**src/rtl/phys_reg_allocator.sv**
```systemverilog
// Circular free list of physical register indices for rename checkout / ROB checkin.
// Optional ALLOC_CHECK_EN adds an is_free bitmap that rejects double frees.
module phys_reg_allocator #(
  parameter  int NUM_PREG = 32,
  parameter  int NUM_AREG = 16,
  localparam int PW       = $clog2(NUM_PREG),
  localparam int CAP      = NUM_PREG - NUM_AREG,
  localparam int CW       = $clog2(CAP + 1)
) (
  input  logic          clk,
  input  logic          n_rst,
  input  logic          checkout,
  output logic [PW-1:0] out,
  output logic          avail,
  input  logic          checkin,
  input  logic [PW-1:0] in,
  output logic [CW-1:0] free_count,
  output logic          underflow_err,
  output logic          overflow_err,
  output logic          double_free
);

  localparam int HW = (CAP > 1) ? $clog2(CAP) : 1;
  localparam logic [CW-1:0] CAP_C = CW'(CAP);

  logic [PW-1:0] entry_r [CAP];
  logic [HW-1:0] head_r;
  logic [HW-1:0] tail_r;
  logic [CW-1:0] count_r;
  logic [CW-1:0] count_nxt_s;
  logic          underflow_r;
  logic          overflow_r;
  logic          avail_s;
  logic          co_acc_s;
  logic          ci_space_s;
  logic          ci_dup_s;
  logic          ci_acc_s;

  // CAP need not be a power of two, so wrap by explicit compare
  function automatic logic [HW-1:0] wrap_inc(input logic [HW-1:0] p);
    if (p == HW'(CAP - 1)) begin
      return {HW{1'b0}};
    end else begin
      return p + HW'(1);
    end
  endfunction

`ifdef ALLOC_CHECK_EN
  logic [NUM_PREG-1:0] is_free_r;
  logic                dfree_r;

  // Duplicate return: index already free and not being handed out this cycle
  always_comb begin
    ci_dup_s = 1'b0;
    if (is_free_r[in] && !(co_acc_s && (out == in))) begin
      ci_dup_s = 1'b1;
    end else begin
      ci_dup_s = 1'b0;
    end
  end

  // Ownership bitmap and sticky double-free flag; checkin set wins over checkout clear
  always_ff @(posedge clk or negedge n_rst) begin
    if (!n_rst) begin
      for (int i = 0; i < NUM_PREG; i++) begin
        is_free_r[i] <= (i >= NUM_AREG);
      end
      dfree_r <= 1'b0;
    end else begin
      if (co_acc_s) is_free_r[out] <= 1'b0;
      if (ci_acc_s) is_free_r[in] <= 1'b1;
      dfree_r <= dfree_r | (checkin & ci_dup_s);
    end
  end

  assign double_free = dfree_r;
`else
  assign ci_dup_s    = 1'b0;
  assign double_free = 1'b0;
`endif

  assign avail_s = (count_r != {CW{1'b0}});

  // Acceptance: a same-cycle checkout frees a slot for a checkin into a full list
  always_comb begin
    co_acc_s   = checkout & avail_s;
    ci_space_s = (count_r != CAP_C) | co_acc_s;
    ci_acc_s   = checkin & ci_space_s & ~ci_dup_s;
  end

  // Occupancy update
  always_comb begin
    count_nxt_s = count_r;
    case ({co_acc_s, ci_acc_s})
      2'b10:   count_nxt_s = count_r - CW'(1);
      2'b01:   count_nxt_s = count_r + CW'(1);
      default: count_nxt_s = count_r;
    endcase
  end

  // Storage, pointers, count and sticky error flags
  always_ff @(posedge clk or negedge n_rst) begin
    if (!n_rst) begin
      for (int i = 0; i < CAP; i++) begin
        entry_r[i] <= PW'(NUM_AREG + i);
      end
      head_r      <= {HW{1'b0}};
      tail_r      <= {HW{1'b0}};
      count_r     <= CAP_C;
      underflow_r <= 1'b0;
      overflow_r  <= 1'b0;
    end else begin
      if (ci_acc_s) begin
        entry_r[tail_r] <= in;
        tail_r          <= wrap_inc(tail_r);
      end
      if (co_acc_s) head_r <= wrap_inc(head_r);
      count_r     <= count_nxt_s;
      underflow_r <= underflow_r | (checkout & ~avail_s);
      overflow_r  <= overflow_r | (checkin & ~ci_space_s);
    end
  end

  assign out           = entry_r[head_r];
  assign avail         = avail_s;
  assign free_count    = count_r;
  assign underflow_err = underflow_r;
  assign overflow_err  = overflow_r;

endmodule

```
**config.mk**
```make
export PLATFORM = sky130hd
export DESIGN_NAME = phys_reg_allocator
export DESIGN_NICKNAME = d
export VERILOG_FILES = /design/src/rtl/phys_reg_allocator.sv
export SDC_FILE = /design/constraint.sdc
export NUM_CORES = 1
export LEC_CHECK = 0
export CORE_ASPECT_RATIO = 0.7
export CORE_MARGIN = 2
export CORE_UTILIZATION = 59
export DETAILED_ROUTE_END_ITERATION = 16
export PLACE_DENSITY = 0.8
export SYNTH_ARGS = -nofsm -noshare
export SYNTH_HDL_FRONTEND = slang
export SYNTH_SLANG_ARGS = --single-unit
```
**constraint.sdc**
```tcl
create_clock -name clk -period 5.9 [get_ports clk]
set_clock_uncertainty 0.15 [all_clocks]
set_input_delay 1.77 -clock clk [delete_from_list [all_inputs] [get_ports clk]]
set_output_delay 1.77 -clock clk [all_outputs]
set_load 0.03 [all_outputs]
```
==> impl_metrics.py, run 1 <==
metrics = {
    "outcome": {
        "status": "finished clean",
    },
    "timing": {
        "hold_ws_ns": 0.3119,
        "setup_tns_ns": 0,
        "worst_slew_pin_slew_ns": 0.8272,
        "rsz0062_at_grt": "false",
        "hold_violations": 0,
        "setup-violations-final": 0,
        "slew_violations": 0,
        "max_slew_margin": 0.4486,
        "fmax_ghz": 0.2031,
        "period_needed_ns": 4.923,
        "period_share": 0.8345,
    },
    "global_routing": {
        "grt_pass1_vias": 2948,
        "grt_pass1_wl_mm": 16.17,
        "grt_max_degree": 68,
        "antenna_found_initial": 0,
        "track_usage": 0.2441,
        "grt_overflow": 0,
    },
    "pwr": {
        "p_per_area_nw_per_um2": 639.8,
        "clock_power_share": 0.200,
        "intPower_mw": 2.203,
        "p_switching_mw": 1.160,
        "peakVddDrop_mv": 0.3655,
        "sw_frac_of_total": 0.3450,
        "power_frac_comb": 0.388,
        "leakage_nw": 2.161,
        "pwr-share-seq": 0.412,
    },
    "yosys": {
        "synth_cells": 342,
        "ys.warnings.count": 0,
        "ys_ff_latch": 95,
        "syn-cell-area_sq_um": 4679,
        "synth-async-reset-ratio": 1.000,
        "synth_top_area_share": 0.2751,
        "synth_ff_type": "dfstp_2",
        "synth_common_cells": "82 x mux2_2, 49 x dfstp_2, 46 x dfrtp_1",
        "syn-num-nets": 361,
        "yosysMostFrequentCell": "mux2_2",
        "syn_area_per_cell_sq_um": 13.68,
        "ys_types": 40,
        "yosysSeqAreaShare": 0.5211,
        "synth-edff-count": 0,
        "synth_top_cells_by_area": "dfstp_2 28%, dfrtp_1 25%, mux2_2 20%",
        "yosysTopAreaCell": "dfstp_2",
    },
    "critical_path": {
        "arrival_ns": 3.00,
        "start_kind": "register",
        "critPathCaptureType": "primary output",
        "path_max_fanout": 27,
        "worst_path_largest_cell_delay_ns": 0.91,
        "cpMaxStageDelayCell": "dfrtp_2",
        "critPathKind": "reg -> out",
        "crit_required_ns": 3.98,
        "worstPathCellList": "buf_4, mux4_2, a22oi_1, nand2_1, clkdlybuf4s50_1",
    },
    "place": {
        "numPortBuffers": 21,
        "place_congestion": 0.8707,
        "placed_cells": 439,
        "dp_hpwl_mm": 6.667,
    },
    "floorplanning": {
        "die_x_um": 110.4,
        "core_sq_um": 7770,
        "num_io_pins": 23,
        "die-area_sq_um": 8671,
        "start_util": 0.6023,
        "fp.dieH_um": 78.51,
        "row_count": 27,
    },
    "clocking": {
        "cts_sinks": 95,
        "clock-root-buffer": "clkbuf_16",
        "cts.clk_slew.worst_paths_ns": 0.07,
        "cts_tree": "done",
        "cts_hold_buf": 0,
        "insertion_delay_ns": 0.35,
        "ctsResizeCount": 0,
        "post_cts_buffers": 0,
        "cts_htree_levels": 3,
        "numCtsBuffers": 9,
        "clockBufferDepth": 2,
    },
    "finish": {
        "nets": 368,
        "num_antenna_cells": 0,
        "final_cells": 455,
        "drive_gt1_frac": 0.4633,
        "area_growth_pct": 12.33,
    },
    "detailed_routing": {
        "vias_per_cell": 6.332,
        "remaining_drc_errors": 0,
        "drt-initial-drc-count": 213,
        "postRouteAntennaNets": 0,
        "wirelength_mm": 9.716,
        "vias": 2881,
        "dr.pass1.iters": 4,
        "wl_per_cell_um": 21.35,
    },
    "run": {
        "cap_violations": 0,
    },
    "worst_hold_path": {
        "hold_class": "reg -> reg",
    },
}
-- logic make-up (layout without fill, tap and decap cells) --
| family | Yosys count | after routing | synth area share |
|---|---|---|---|
| AOI/OAI and AO/OA | 43 | 43 | 0.06417 |
| and+or+nand+nor | 38 | 38 | 0.04866 |
| muxes | 114 | 114 | 0.2928 |
| DFF | 95 | 95 | 0.5211 |
| other | 1 | 1 | 0.0008014 |
| buffers and inverters | 34 | 46 | 0.03102 |
| xor gates and xnor gates | 7 | 7 | 0.01310 |
| adders and majority gates | 10 | 10 | 0.02834 |
-- cell usage in the layout (no fill, tap or decap), types with 9 or more instances in the layout --
| cell type | instances |
|---|---|
| clkbuf_16 | 9 |
| mux2_2 | 82 |
| o21ai_0 | 9 |
| mux4_2 | 10 |
| dfstp_2 | 49 |
| mux2i_1 | 21 |
| ha_1 | 9 |
| nand2_1 | 13 |
| a221oi_1 | 10 |
| clkdlybuf4s50_1 | 20 |
| dfrtp_1 | 45 |
-- path summary, 6_finish.rpt --
path / slack, ns / cells after the start / from / to
worst min-delay path: 0.31 / 1 / underflow_err$_DFF_PN0_ / underflow_err$_DFF_PN0_
max in group asynchronous: 3.30 / 2 / n_rst / entry_r[26]$_DFFE_PN1P_
worst min register to register: 0.31 / 1 / underflow_err$_DFF_PN0_ / underflow_err$_DFF_PN0_
min in group asynchronous: 1.37 / 1 / n_rst / entry_r[48]$_DFFE_PN0P_
worst max register to register: 2.63 / 9 / free_count[0]$_DFFE_PN0P_ / free_count[4]$_DFFE_PN1P_
worst max-delay path: 0.98 / 5 / head_r[0]$_DFFE_PN0P_ / out[4]
-- worst max-delay path, delay by kind of cell (launching register included) --
kind / cells / cell delay [ns]
AO/OA/AOI/OAI: 1 / 0.18
flip-flops: 1 / 0.91
multiplexers: 1 / 0.57
buffers and inverters: 2 / 0.92
AND/OR/NAND/NOR: 1 / 0.07
-- registers in the layout, summed over array words and instances, names as in the netlist --
signal	cells
entry_r	80
free_count	5
head_r	4
tail_r	4
overflow_err	1
underflow_err	1
-- per-layer routing --
metal,part of all wire,vias up,GRT usage
met4,0.017,0,0.08625
li1,-,1271,-
met3,0.052,17,0.05714
met2,0.45,99,0.3552
met5,0,-,0
met1,0.48,1494,0.3616
-- power groups by stage --
stage	logic (mW)	registers [mW]	clock network (mW)
2_1_floorplan	1.01	1.28	0
3_3_place_gp	1.26	1.37	0
3_5_place_dp	1.31	1.39	0
4_1_cts	1.31	1.38	0.682
5_1_grt	1.41	1.44	0.711
6_report	1.31	1.39	0.672
-- layout make-up --
class                      count  area (sq um)
clock buffer                   9         225.2
multi-input combinational    213          2096
inverter                       7         26.28
timing repair buffer          23         222.7
tap                          101         126.4
clock inverter                 7         120.1
fill                         565          2514
sequential                    95          2440
-- stage by stage --
stage	area (sq um)	setup slack, ns	util	power, mW
6_report	5256	0.9767	0.6765	3.363
3_3_place_gp	4911	1.357	0.6320	2.632
4_1_cts	5256	0.9608	0.6765	3.377
5_1_grt	5256	0.8663	0.6765	3.563
2_1_floorplan	4679	1.968	-	2.289
3_5_place_dp	4911	1.201	0.6320	2.692
No activity file was read; power rests on OpenSTA's default activity.
==> run 2: changes to the inputs <==
==> constraint.sdc (replaced) <==
create_clock -name clk -period 5.1 [get_ports clk]
set_clock_uncertainty 0.15 [all_clocks]
set_input_delay 1.53 -clock clk [delete_from_list [all_inputs] [get_ports clk]]
set_output_delay 1.53 -clock clk [all_outputs]
set_load 0.03 [all_outputs]
==> run 2 against run 1 <==
Non-clock buffer count is 3 higher. Sequential power up 14%. Critical path depth is the same. Clock power grew 5.1%. Sequential share of layout area increased by 0.089 points. First-iteration DRC count down 15%. Critical path type unchanged. Largest cell class unchanged.
==> impl_metrics.py, run 2 (synthesis gave the netlist of run 1 again) <==
metrics = {
    "global_routing": {
        "track_usage": 0.2496,
        "grt_overflow": 0,
        "grt_pass1_wl_mm": 16.57,
        "grt_max_degree": 58,
        "antenna_found_initial": 0,
        "grt_pass1_vias": 3145,
    },
    "timing": {
        "worst_slew_pin_slew_ns": 0.7965,
        "slew_violations": 0,
        "setup-violations-final": 0,
        "setup_tns_ns": 0,
        "hold_violations": 0,
        "max_slew_margin": 0.4679,
        "hold_ws_ns": 0.3105,
        "period_share": 0.8947,
        "fmax_ghz": 0.2192,
        "period_needed_ns": 4.563,
        "setup_slack_ns": 0.5371,
        "rsz0062_at_grt": "false",
    },
    "finish": {
        "regMostFlops": "entry_r",
        "mostFrequentLayoutCell": "mux2_2",
        "final_core_util": 0.6752,
        "final_cell_mix": "82 x mux2_2, 49 x dfstp_2, 45 x dfrtp_1",
        "area_growth_pct": 12.11,
        "num_antenna_cells": 0,
        "largest_reg_flops": 80,
        "drive_gt1_frac": 0.4635,
        "nets": 371,
    },
    "floorplanning": {
        "die_x_um": 110.4,
        "die-area_sq_um": 8671,
        "core_sq_um": 7770,
        "fp.dieH_um": 78.51,
        "start_util": 0.6023,
        "row_count": 27,
        "num_io_pins": 23,
    },
    "clocking": {
        "numCtsBuffers": 9,
        "insertion_delay_ns": 0.34,
        "cts_hold_buf": 0,
        "cts.clk_slew.worst_paths_ns": 0.06,
        "clock-root-buffer": "clkbuf_16",
        "cts_tree": "done",
        "clockBufferDepth": 2,
        "post_cts_buffers": 0,
        "ctsResizeCount": 0,
        "cts_htree_levels": 3,
        "cts_sinks": 95,
    },
    "pwr": {
        "p_per_area_nw_per_um2": 735.6,
        "leakage_nw": 2.165,
        "peakVddDrop_mv": 0.6173,
    },
    "detailed_routing": {
        "wl_met2_mm": 4.649,
        "remaining_drc_errors": 0,
        "vias_per_cell": 6.344,
        "wirelength_mm": 9.943,
        "drt-initial-drc-count": 182,
        "wl_met3_um": 589,
        "wl_met1_mm": 4.502,
        "wl_per_cell_um": 21.76,
        "postRouteAntennaNets": 0,
        "routed.top_layer": "met4",
        "vias": 2899,
        "dr.pass1.iters": 4,
    },
    "critical_path": {
        "r2r_slack_ns": 1.93,
        "start_kind": "register",
        "path_max_fanout": 23,
        "critPathCaptureType": "primary output",
        "arrival_ns": 2.88,
        "critPathKind": "reg -> out",
        "crit_required_ns": 3.42,
    },
    "place": {
        "dp_hpwl_mm": 6.989,
        "place_congestion": 0.8038,
        "numPortBuffers": 21,
        "pre_cts_ws_ns": 0.7029,
    },
    "run": {
        "cap_violations": 0,
    },
    "outcome": {
        "status": "finished clean",
    },
    "worst_hold_path": {
        "hold_class": "reg -> reg",
    },
}
-- run 2: final timing paths --
kind	startpoint	end	depth (start not counted)
max reg2reg	free_count[0]$_DFFE_PN0P_	free_count[4]$_DFFE_PN1P_	9
max	head_r[0]$_DFFE_PN0P_	out[4]	5
min reg2reg	underflow_err$_DFF_PN0_	underflow_err$_DFF_PN0_	1
max in group asynchronous	n_rst	entry_r[21]$_DFFE_PN1P_	2
min	underflow_err$_DFF_PN0_	underflow_err$_DFF_PN0_	1
min in group asynchronous	n_rst	entry_r[48]$_DFFE_PN0P_	1
-- run 2: routing by layer --
| metal | GRT usage | up-vias |
|---|---|---|
| met1 | 0.3345 | 1509 |
| li1 | - | 1282 |
| met3 | 0.05714 | 19 |
| met4 | 0.08125 | 0 |
| met2 | 0.4092 | 89 |
| met5 | 0 | - |
-- run 2: area by class of cell --
cell class                      count  area (sq um)
Multi-Input combinational cell    213          2096
Tap cell                          101         126.4
Timing Repair Buffer               26         245.2
Inverter                            7         26.28
Clock inverter                      4         70.07
Sequential cell                    95          2440
Clock buffer                       11         242.7
Fill cell                         566          2524
-- run 2: worst max-delay path, cell delays in order, from the launching register on --
cell,delay [ns]
dfrtp_2,0.82
buf_4,0.30
mux4_2,0.54
a22oi_1,0.19
nand2_1,0.08
clkdlybuf4s50_1,0.59
-- run 2: metrics by stage --
step | total power [mW] | area [sq um] | instances
2_1_floorplan | 2.648 | 4679 | 342
3_3_place_gp | 3.057 | 4933 | 442
3_5_place_dp | 3.154 | 4933 | 442
4_1_cts | 3.872 | 5246 | 457
5_1_grt | 4.078 | 5246 | 457
6_report | 3.859 | 5246 | 457
-- run 2: power by group --
part | total (mW) | switching, mW | internal [mW]
Clock | 0.706 | 0.268 | 0.438
Combinational | 1.57 | 0.752 | 0.822
Sequential | 1.58 | 0.321 | 1.26
Total | 3.86 | 1.34 | 2.52
==> run 3: changes to the inputs <==
--- a/config.mk
+++ b/config.mk
@@ -5,11 +5,13 @@
 export SDC_FILE = /design/constraint.sdc
 export NUM_CORES = 1
 export LEC_CHECK = 0
+export CELL_PAD_IN_SITES_DETAIL_PLACEMENT = 2
+export CELL_PAD_IN_SITES_GLOBAL_PLACEMENT = 2
 export CORE_ASPECT_RATIO = 0.7
 export CORE_MARGIN = 2
-export CORE_UTILIZATION = 59
+export CORE_UTILIZATION = 46
 export DETAILED_ROUTE_END_ITERATION = 16
-export PLACE_DENSITY = 0.8
+export PLACE_DENSITY = 0.86
 export SYNTH_ARGS = -nofsm -noshare
 export SYNTH_HDL_FRONTEND = slang
 export SYNTH_SLANG_ARGS = --single-unit
==> constraint.sdc (replaced) <==
create_clock -name clk -period 5.7 [get_ports clk]
set_clock_uncertainty 0.15 [all_clocks]
set_input_delay 1.71 -clock clk [delete_from_list [all_inputs] [get_ports clk]]
set_output_delay 1.71 -clock clk [all_outputs]
set_load 0.03 [all_outputs]
==> run 3 against run 2 <==
Combinational power about the same. Flip-flop and latch count unchanged. Non-clock buffer count decreased by 2. Worst hold slack improved by 0.0060 ns. Register-to-register slack improved by 0.32 ns. Die area increased by 27%. Largest cell class unchanged. Largest power group is now combinational cells.
==> impl_metrics.py, run 3 (synthesis gave the netlist of run 1 again) <==
metrics = {
    "pwr": {
        "leakage_nw": 2.140,
        "peakVddDrop_mv": 0.2315,
        "p_per_area_nw_per_um2": 691.4,
    },
    "worst_hold_path": {
        "hold_class": "reg -> reg",
        "hold_path_end": "underflow_err$_DFF_PN0_",
        "min-delay-start": "underflow_err$_DFF_PN0_",
        "hold_depth": 1,
    },
    "clocking": {
        "cts_sinks": 95,
        "cts_hold_buf": 0,
        "cts_tree": "done",
        "ctsResizeCount": 0,
        "clockBufferDepth": 2,
        "cts_htree_levels": 3,
        "insertion_delay_ns": 0.35,
        "cts.clk_slew.worst_paths_ns": 0.06,
        "clock-root-buffer": "clkbuf_16",
        "post_cts_buffers": 0,
        "numCtsBuffers": 9,
    },
    "floorplanning": {
        "fp.dieH_um": 88.39,
        "die-area_sq_um": 11010,
        "num_io_pins": 23,
        "core_sq_um": 9797,
        "row_count": 30,
        "start_util": 0.4777,
        "die_x_um": 124.6,
    },
    "timing": {
        "setup_tns_ns": 0,
        "hold_violations": 0,
        "max_slew_margin": 0.3916,
        "slew_violations": 0,
        "setup_slack_ns": 0.7098,
        "period_share": 0.8755,
        "setup-violations-final": 0,
        "period_needed_ns": 4.990,
        "worst_slew_pin_slew_ns": 0.9126,
        "rsz0062_at_grt": "false",
        "fmax_ghz": 0.2004,
    },
    "critical_path": {
        "r2r_cells": 9,
        "start_kind": "register",
        "path_max_fanout": 16,
        "arrival_ns": 3.13,
        "cpMaxStageDelayCell": "dfrtp_1",
        "critPathCaptureType": "primary output",
        "rr_startpoint": "free_count[4]$_DFFE_PN1P_",
        "reg2reg_to": "free_count[4]$_DFFE_PN1P_",
        "critPathKind": "reg -> out",
        "worstPathCellList": "nor2b_1, a221oi_1, o21ai_0, nand2_1, clkdlybuf4s50_1",
        "crit_required_ns": 3.84,
        "worst_path_largest_cell_delay_ns": 0.82,
        "r2r_slack_ns": 2.25,
    },
    "place": {
        "pre_cts_ws_ns": 0.7824,
        "numPortBuffers": 21,
        "place_congestion": 0.8255,
        "placed_area_sq_um": 4952,
        "dp_hpwl_mm": 8.764,
    },
    "global_routing": {
        "grt_max_degree": 72,
        "track_usage": 0.2779,
        "grt_pass1_wl_mm": 22.03,
        "grt_pass1_vias": 3524,
        "grt_overflow": 0,
        "antenna_found_initial": 0,
    },
    "detailed_routing": {
        "vias_per_cell": 6.238,
        "drt-initial-drc-count": 187,
        "vias": 3013,
        "wirelength_mm": 14.20,
        "postRouteAntennaNets": 0,
        "wl_per_cell_um": 29.40,
        "remaining_drc_errors": 0,
        "dr.pass1.iters": 4,
    },
    "finish": {
        "fillers": 894,
        "area_growth_pct": 12.09,
        "mostFrequentLayoutCell": "mux2_2",
        "stdcell_area_sq_um": 5245,
        "final_cell_mix": "82 x mux2_2, 49 x dfstp_2, 45 x dfrtp_1",
        "largest_reg_flops": 80,
        "num_antenna_cells": 0,
        "nets": 369,
        "regMostFlops": "entry_r",
        "drive_gt1_frac": 0.4563,
    },
    "outcome": {
        "status": "finished clean",
    },
    "run": {
        "cap_violations": 0,
    },
}
run 3: cell types whose count changed in the layout (fill, tap and decap cells not counted), sizes merged:
cell	before	now
clkinvlp	0	1
clkinv	2	1
clkbuf	11	13
bufinv	2	1
buf	6	4
run 3: how the worst max path moves through the flow:
stage	depth (start not counted)	slack [ns]	to	start
floorplan	10	1.83	free_count[4]$_DFFE_PN1P_	checkin
global placement	10	0.93	free_count[4]$_DFFE_PN1P_	checkout
detailed placement	10	0.78	free_count[4]$_DFFE_PN1P_	checkout
CTS	5	0.71	out[3]	head_r[1]$_DFFE_PN0P_
global route	5	0.64	out[3]	head_r[1]$_DFFE_PN0P_
finish	5	0.71	out[3]	head_r[1]$_DFFE_PN0P_
run 3: power breakdown:
group | switching (mW) | total (mW) | internal [mW]
sequential | 0.346 | 1.47 | 1.13
combinational | 0.810 | 1.55 | 0.736
clock | 0.255 | 0.607 | 0.352
total | 1.41 | 3.63 | 2.22
run 3: worst max-delay path: cells and delay by family, from the launching register on:
| kind | cells | cell delay [ns] |
|---|---|---|
| AND/OR/NAND/NOR | 2 | 0.49 |
| flip-flops | 1 | 0.82 |
| buffers and inverters | 1 | 0.67 |
| AO/OA/AOI/OAI | 2 | 0.78 |
run 3: final cells by class:
type / instances / area (sq um) / share of cell area
Sequential cell: 95 / 2440 / 0.4652
Inverter: 7 / 26.28 / 0.005010
Tap cell: 128 / 160.2 / 0.03053
Clock inverter: 3 / 42.54 / 0.008111
Multi-Input combinational cell: 213 / 2096 / 0.3996
Timing Repair Buffer: 24 / 230.2 / 0.04389
Clock buffer: 13 / 250.2 / 0.04771
run 3: metrics by stage:
stage / power [mW] / hold WS (ns) / util / std cells
2_1_floorplan: 2.370 / 0.3251 / - / 342
3_3_place_gp: 2.779 / 0.3010 / 0.5055 / 467
5_1_grt: 3.805 / 0.3387 / 0.5354 / 483
3_5_place_dp: 2.924 / 0.3023 / 0.5055 / 467
4_1_cts: 3.634 / 0.3206 / 0.5354 / 483
6_report: 3.626 / 0.3166 / 0.5354 / 483
run 3: routing by layer:
layer / up-vias / part of all wire / GRT usage
met4: 0 / 0.026 / 0.1073
met1: 1611 / 0.42 / 0.3316
met2: 88 / 0.49 / 0.4779
li1: 1280 / - / -
met5: - / 0 / 0
met3: 34 / 0.061 / 0.09250
